## config.mk

```make
export PLATFORM = sky130hd
export DESIGN_NAME = countdown_timer_flat
export DESIGN_NICKNAME = d
export VERILOG_FILES = /design/src/rtl/countdown_timer_if.sv /design/src/rtl/countdown_timer.sv /design/src/flat_wrapper.sv
export SDC_FILE = /design/constraint.sdc
export NUM_CORES = 1
export LEC_CHECK = 0
export ABC_AREA = 1
export CAP_MARGIN = 0
export CORE_AREA = 5 5 58 111
export CTS_CLUSTER_DIAMETER = 100
export CTS_CLUSTER_SIZE = 25
export DETAILED_ROUTE_END_ITERATION = 10
export DIE_AREA = 0 0 63 116
export PLACE_DENSITY = 0.77
export SYNTH_ARGS = -nofsm -noshare
export SYNTH_HDL_FRONTEND = slang
export SYNTH_SLANG_ARGS = --single-unit
export TNS_END_PERCENT = 10
```

## constraint.sdc

```tcl
create_clock -name clk -period 2.1 [get_ports clk]
set_input_delay 0.315 -clock clk [delete_from_list [all_inputs] [get_ports clk]]
set_output_delay 0.315 -clock clk [all_outputs]
set_load 0.03 [all_outputs]
```

## src/rtl/countdown_timer_if.sv

```systemverilog
// Load/enable/setting inputs and registered MM:SS outputs of the countdown timer.
interface countdown_timer_if;
  logic       load_timer;
  logic       main_timer_enable;
  logic [3:0] set_min_tens;
  logic [3:0] set_min_ones;
  logic [3:0] set_sec_tens;
  logic [3:0] set_sec_ones;
  logic [3:0] min_tens;
  logic [3:0] min_ones;
  logic [3:0] sec_tens;
  logic [3:0] sec_ones;
  logic       timer_done;
  logic       done_pulse;
  logic       sec_tick;

  modport master (
    output load_timer, main_timer_enable,
    output set_min_tens, set_min_ones, set_sec_tens, set_sec_ones,
    input  min_tens, min_ones, sec_tens, sec_ones,
    input  timer_done, done_pulse, sec_tick
  );

  modport slave (
    input  load_timer, main_timer_enable,
    input  set_min_tens, set_min_ones, set_sec_tens, set_sec_ones,
    output min_tens, min_ones, sec_tens, sec_ones,
    output timer_done, done_pulse, sec_tick
  );
endinterface

```

## src/rtl/countdown_timer.sv

```systemverilog
// BCD MM:SS countdown timer with a TICK_DIV-cycle one-second prescaler,
// clamped loading, pause, and done/tick pulses.
module countdown_timer #(
  parameter int unsigned TICK_DIV = 100000000
) (
  input logic             clk,
  input logic             reset,
  countdown_timer_if.slave tif
);

  localparam int unsigned PW = $clog2(TICK_DIV);
  localparam logic [PW-1:0] PMAX = PW'(TICK_DIV - 1);

  logic [PW-1:0] presc_q, presc_d;
  logic [3:0]    min_tens_q, min_ones_q, sec_tens_q, sec_ones_q;
  logic [3:0]    min_tens_d, min_ones_d, sec_tens_d, sec_ones_d;
  logic          done_q, done_d;
  logic          done_pulse_q, done_pulse_d;
  logic          sec_tick_q, sec_tick_d;
  logic          advance, tick;

  function automatic logic [3:0] clamp(input logic [3:0] d, input logic [3:0] max);
    return (d > max) ? max : d;
  endfunction

  // done_q gates advancing, so a decrement is never attempted at 00:00.
  assign advance = tif.main_timer_enable && !tif.load_timer && !done_q;
  assign tick    = advance && (presc_q == PMAX);

  always_comb begin
    presc_d    = presc_q;
    min_tens_d = min_tens_q;
    min_ones_d = min_ones_q;
    sec_tens_d = sec_tens_q;
    sec_ones_d = sec_ones_q;
    if (tif.load_timer) begin
      presc_d    = '0;
      min_tens_d = clamp(tif.set_min_tens, 4'd9);
      min_ones_d = clamp(tif.set_min_ones, 4'd9);
      sec_tens_d = clamp(tif.set_sec_tens, 4'd5);
      sec_ones_d = clamp(tif.set_sec_ones, 4'd9);
    end else if (tick) begin
      presc_d = '0;
      if (sec_ones_q != 4'd0) begin
        sec_ones_d = sec_ones_q - 4'd1;
      end else begin
        sec_ones_d = 4'd9;
        if (sec_tens_q != 4'd0) begin
          sec_tens_d = sec_tens_q - 4'd1;
        end else begin
          sec_tens_d = 4'd5;
          if (min_ones_q != 4'd0) begin
            min_ones_d = min_ones_q - 4'd1;
          end else begin
            min_ones_d = 4'd9;
            min_tens_d = min_tens_q - 4'd1;
          end
        end
      end
    end else if (advance) begin
      presc_d = presc_q + PW'(1);
    end
    done_d       = ({min_tens_d, min_ones_d, sec_tens_d, sec_ones_d} == 16'h0000);
    done_pulse_d = tick && done_d;
    sec_tick_d   = tick;
  end

  always_ff @(posedge clk) begin
    if (reset) begin
      presc_q      <= '0;
      min_tens_q   <= 4'd0;
      min_ones_q   <= 4'd0;
      sec_tens_q   <= 4'd0;
      sec_ones_q   <= 4'd0;
      done_q       <= 1'b1;
      done_pulse_q <= 1'b0;
      sec_tick_q   <= 1'b0;
    end else begin
      presc_q      <= presc_d;
      min_tens_q   <= min_tens_d;
      min_ones_q   <= min_ones_d;
      sec_tens_q   <= sec_tens_d;
      sec_ones_q   <= sec_ones_d;
      done_q       <= done_d;
      done_pulse_q <= done_pulse_d;
      sec_tick_q   <= sec_tick_d;
    end
  end

  assign tif.min_tens   = min_tens_q;
  assign tif.min_ones   = min_ones_q;
  assign tif.sec_tens   = sec_tens_q;
  assign tif.sec_ones   = sec_ones_q;
  assign tif.timer_done = done_q;
  assign tif.done_pulse = done_pulse_q;
  assign tif.sec_tick   = sec_tick_q;

endmodule

```

## src/flat_wrapper.sv

```systemverilog
// flat-port wrapper written by rule: the top's interface ports become plain ports
module countdown_timer_flat 
#(
  parameter int unsigned TICK_DIV = 100000000
)
  (clk, reset, tif_load_timer, tif_main_timer_enable, tif_set_min_tens, tif_set_min_ones, tif_set_sec_tens, tif_set_sec_ones, tif_min_tens, tif_min_ones, tif_sec_tens, tif_sec_ones, tif_timer_done, tif_done_pulse, tif_sec_tick);
  countdown_timer_if tif_i ();
  input logic clk;
  input logic reset;
  input wire logic [$bits(tif_i.load_timer)-1:0] tif_load_timer;
  input wire logic [$bits(tif_i.main_timer_enable)-1:0] tif_main_timer_enable;
  input wire logic [$bits(tif_i.set_min_tens)-1:0] tif_set_min_tens;
  input wire logic [$bits(tif_i.set_min_ones)-1:0] tif_set_min_ones;
  input wire logic [$bits(tif_i.set_sec_tens)-1:0] tif_set_sec_tens;
  input wire logic [$bits(tif_i.set_sec_ones)-1:0] tif_set_sec_ones;
  output wire logic [$bits(tif_i.min_tens)-1:0] tif_min_tens;
  output wire logic [$bits(tif_i.min_ones)-1:0] tif_min_ones;
  output wire logic [$bits(tif_i.sec_tens)-1:0] tif_sec_tens;
  output wire logic [$bits(tif_i.sec_ones)-1:0] tif_sec_ones;
  output wire logic [$bits(tif_i.timer_done)-1:0] tif_timer_done;
  output wire logic [$bits(tif_i.done_pulse)-1:0] tif_done_pulse;
  output wire logic [$bits(tif_i.sec_tick)-1:0] tif_sec_tick;
  assign tif_i.load_timer = tif_load_timer;
  assign tif_i.main_timer_enable = tif_main_timer_enable;
  assign tif_i.set_min_tens = tif_set_min_tens;
  assign tif_i.set_min_ones = tif_set_min_ones;
  assign tif_i.set_sec_tens = tif_set_sec_tens;
  assign tif_i.set_sec_ones = tif_set_sec_ones;
  assign tif_min_tens = tif_i.min_tens;
  assign tif_min_ones = tif_i.min_ones;
  assign tif_sec_tens = tif_i.sec_tens;
  assign tif_sec_ones = tif_i.sec_ones;
  assign tif_timer_done = tif_i.timer_done;
  assign tif_done_pulse = tif_i.done_pulse;
  assign tif_sec_tick = tif_i.sec_tick;
  countdown_timer #(.TICK_DIV(TICK_DIV)) u_core (.clk(clk), .reset(reset), .tif(tif_i));
endmodule
```

==> results.toml <==
[outcome]
status = "finished clean"

[floorplanning]
io_pins = 39
die_width_um = 63
die_h_um = 116
rows = 38
design.die.area_mm2 = 0.00731
start_util_pct = 52.7
core_region_area_mm2 = 0.00547

[synthesis]
postSynthCellCount = 448
sequential_element_share_of_the_synthesized_area_pct = 32.0
ys.warnings.count = 0
synth_top_flop_cell = "sky130_fd_sc_hd__dfxtp_1"
yosys.area_share.xor_xnor_pct = 2.43
netlist.area_leader.share_pct = 32.0
synth_top_family_by_area = "simple AND/OR/NAND/NOR gates"
post_synth_num_cell_types = 38
mappedNetlistNets = 470
post_synth_instance_area_mm2 = 0.00288
yosys.area_share.adder_pct = 0.869
synth.ff_latch_count = 46
post_synth_mux_area_share_pct = 0
synth_largest_area_cell = "sky130_fd_sc_hd__dfxtp_1"
synth_enable_flop_cells = 0
syn-mean-instance-area_um2 = 6.43
synthesized_area_fraction_occupied_by_ao_oa_aoi_and_oai_cells_pct = 8.04
postSynth.asyncResetShare_pct = 0
ys_top_cells_by_area = "sky130_fd_sc_hd__dfxtp_1 32%, sky130_fd_sc_hd__nand2_1 15%, sky130_fd_sc_hd__nor2_1 9.3%"
post_synth_and_or_nand_nor_area_fraction_pct = 47.2

[final_layout]
final_layout_size_suffix_gt1_share_pct = 28.1
flow.area_growth_from_synthesis_pct = 39.4
most_frequent_standard_cell_in_the_layout_excluding_fill_and_tap_cells = "sky130_fd_sc_hd__nand2_1"
layout.nets = 566
antenna-diode-count = 0
layout.core_utilization_pct = 73.5
most-common-layout-cells = "110 x sky130_fd_sc_hd__nand2_1, 60 x sky130_fd_sc_hd__nor2_1, 53 x sky130_fd_sc_hd__buf_4, 48 x sky130_fd_sc_hd__inv_1, 38 x sky130_fd_sc_hd__clkdlybuf4s50_1"

[worst_setup_path]
cpLargestDelayFamily = "simple AND/OR/NAND/NOR gates"
cp_data_required_time_ns = 2.36
cp_num_buf_inv = 1
crit_path_top_delay_cell = "sky130_fd_sc_hd__clkdlybuf4s50_1"
critPathMaxStageDelay_ns = 0.54
critical_path.cell_chain = "clkdlybuf4s50_1 -> nand2_2 -> nor2_4 -> nand2_2 -> nor2_8 -> nand4_1 -> nand2_1 -> nand2_1 -> a21oi_2 -> nand2_1 -> nor2_2 -> nand3_2 -> nor2_2"
startpoint_type = "input pin"
critPathArrivalTime_ns = 2.31
highest_net_fanout_along_the_worst_path = 5
critical_path.endpoint_type = "flop"
timing.critical_path.mode_cell = "sky130_fd_sc_hd__nand2_1"
setup_cp_type = "input pin to flop"

[sta]
postLayoutSetupSlackWorst_ns = 0.0477
hold-worst-slack_ns = 0.452
period_needed_ns = 2.05
setup-violations-final = 0
maxSlewViolCount = 0
clock_skew_ns = 0.00609
worst_slew_pin_slew_ns = 0.358
layout_worst_path_cycle_share_pct = 97.7
max_slew_margin_pct = 75.5
achievable-frequency_mhz = 487
grt_setup_unrepaired = "true"
final_hold_violation_count = 0

[power_and_ir_drop]
powerDensity_mw_per_mm2 = 530
finalPower_mw = 2.13
power_leakage_nw = 1.79
peakVddDrop_mv = 0.623

[worst_hold_path]
worst_hold_path_type = "flop to flop"

[grt]
grt.overflow.total = 0
grt_pass1_wl_mm = 13.9
first_global_vias = 3317
antenna_found_initial = 0
aggregate_global_route_resource_usage_pct = 23.8
grt_start_max_net_pins = 19

[clock_network]
tritoncts.num_buffers = 5
clk_pin_slew_ns = 0.09
clock_tree.htree_level_count = 2
clock-sinks = 46
ctsLongestPathBuffers = 2
cts_hold_buf = 0
clock_tree_from_tritoncts = "yes"
clk_latency_ns = 0.32
cts_root_buffer = "sky130_fd_sc_hd__clkbuf_8"

[route]
wire_per_inst_um = 15.0
vias = 3358
drtPass1Iterations = 5
detail_route.vias_per_cell = 5.55
ant_nets = 0
drt_iter0_drcs = 215
route.final.wire_length_mm = 9.05
drc = 0

[job]
max-cap-violations = 0

[placed_design]
number_of_input_and_output_port_buffers_inserted = 38
gp_routability_congestion = 0.902
dp_hpwl_mm = 6.60
dpl_ws_ns = -0.239
[sequential cells by signal, summed over array words and instances, names as in the netlist]
signal and count:
u_core.tif.min_ones 4, u_core.tif.timer_done 1, u_core.tif.sec_tens 4, u_core.tif.sec_ones 4
u_core.tif.done_pulse 1, u_core.tif.min_tens 4, u_core.presc_q 27, u_core.tif.sec_tick 1
[metal layers]
metal	track usage [%]	share of wire, %
met1	20.7	32
met2	46.3	57
met3	3.98	4.3
met4	18.6	6.7
met5	0	0
[final cells by class]
type | count | area (µm²)
clock buffers | 6 | 82.6
clock inverters | 2 | 60.1
fillers | 423 | 1450
inverters | 63 | 244
multi-input cells | 334 | 1800
flip-flops and latches | 46 | 933
well taps | 60 | 75.1
repair buffers | 94 | 821
[worst reg2reg max path, stage by stage, from the launching register on]
cell and delay, ns:
sky130_fd_sc_hd__dfxtp_2 0.39, sky130_fd_sc_hd__nand2_2 0.11, sky130_fd_sc_hd__nor2_1 0.16, sky130_fd_sc_hd__nand2_2 0.15, sky130_fd_sc_hd__nor2_8 0.19, sky130_fd_sc_hd__nand4_1 0.16, sky130_fd_sc_hd__nand2_1 0.12, sky130_fd_sc_hd__nand2_1 0.08
sky130_fd_sc_hd__a21oi_2 0.18, sky130_fd_sc_hd__nand2_1 0.09, sky130_fd_sc_hd__nor2_2 0.14, sky130_fd_sc_hd__nand3_2 0.10, sky130_fd_sc_hd__nor2_2 0.10
[cell families (layout without fill, tap and decap cells)]
kind of cell	after synthesis	in the layout
adder cells (fa/ha/maj)	2	2
AO/OA/AOI/OAI	40	40
AND/OR/NAND/NOR	283	284
XOR/XNOR	8	8
buffers and inverters	69	165
flip-flops	46	46
[worst paths after layout]
check	startpoint	to	slack, ns	cells past startpoint
setup / recovery	tif_main_timer_enable	u_core.tif.done_pulse	0.05	13
hold / removal	u_core.presc_q[20]	u_core.presc_q[20]	0.45	1
setup reg to reg	u_core.presc_q[15]	u_core.tif.done_pulse	0.05	12
hold reg to reg	u_core.presc_q[20]	u_core.presc_q[20]	0.45	1
[through the flow]
| stage | std cells | TNS (ns) | cell area [µm²] |
|---|---|---|---|
| after global routing | 605 | -0.131 | 4020 |
| after detailed placement | 586 | -1.43 | 3660 |
| after floorplan | 448 | 0 | 2880 |
| after global placement | 586 | -0.918 | 3660 |
| final | 605 | 0 | 4020 |
| after CTS | 596 | 0 | 3830 |
[cells in the mapped netlist, drive strengths merged, types with 3 or more instances]
cell type	instances
nand3	30
clkbuf	3
o21a	3
dfxtp	46
nand2	126
xor2	8
nand4	12
a21oi	20
buf	3
o21ai	12
nand3b	3
inv	61
nor2	90
nor3	19
[repair_timing]
| item | in CTS | in global routing |
|---|---|---|
| buffers inserted | 2 | 8 |
| setup endpoints to repair | 2 | 2 |
| gates cloned | 0 | 1 |
| pin swaps | 4 | 21 |
| gates resized for setup | 5 | 40 |
[report_power, final]
| part | internal [mW] | switching, mW |
|---|---|---|
| Sequential | 0.889 | 0.0219 |
| Clock | 0.508 | 0.336 |
| Combinational | 0.162 | 0.211 |
Note: power is estimated with default switching activity, not from simulation.
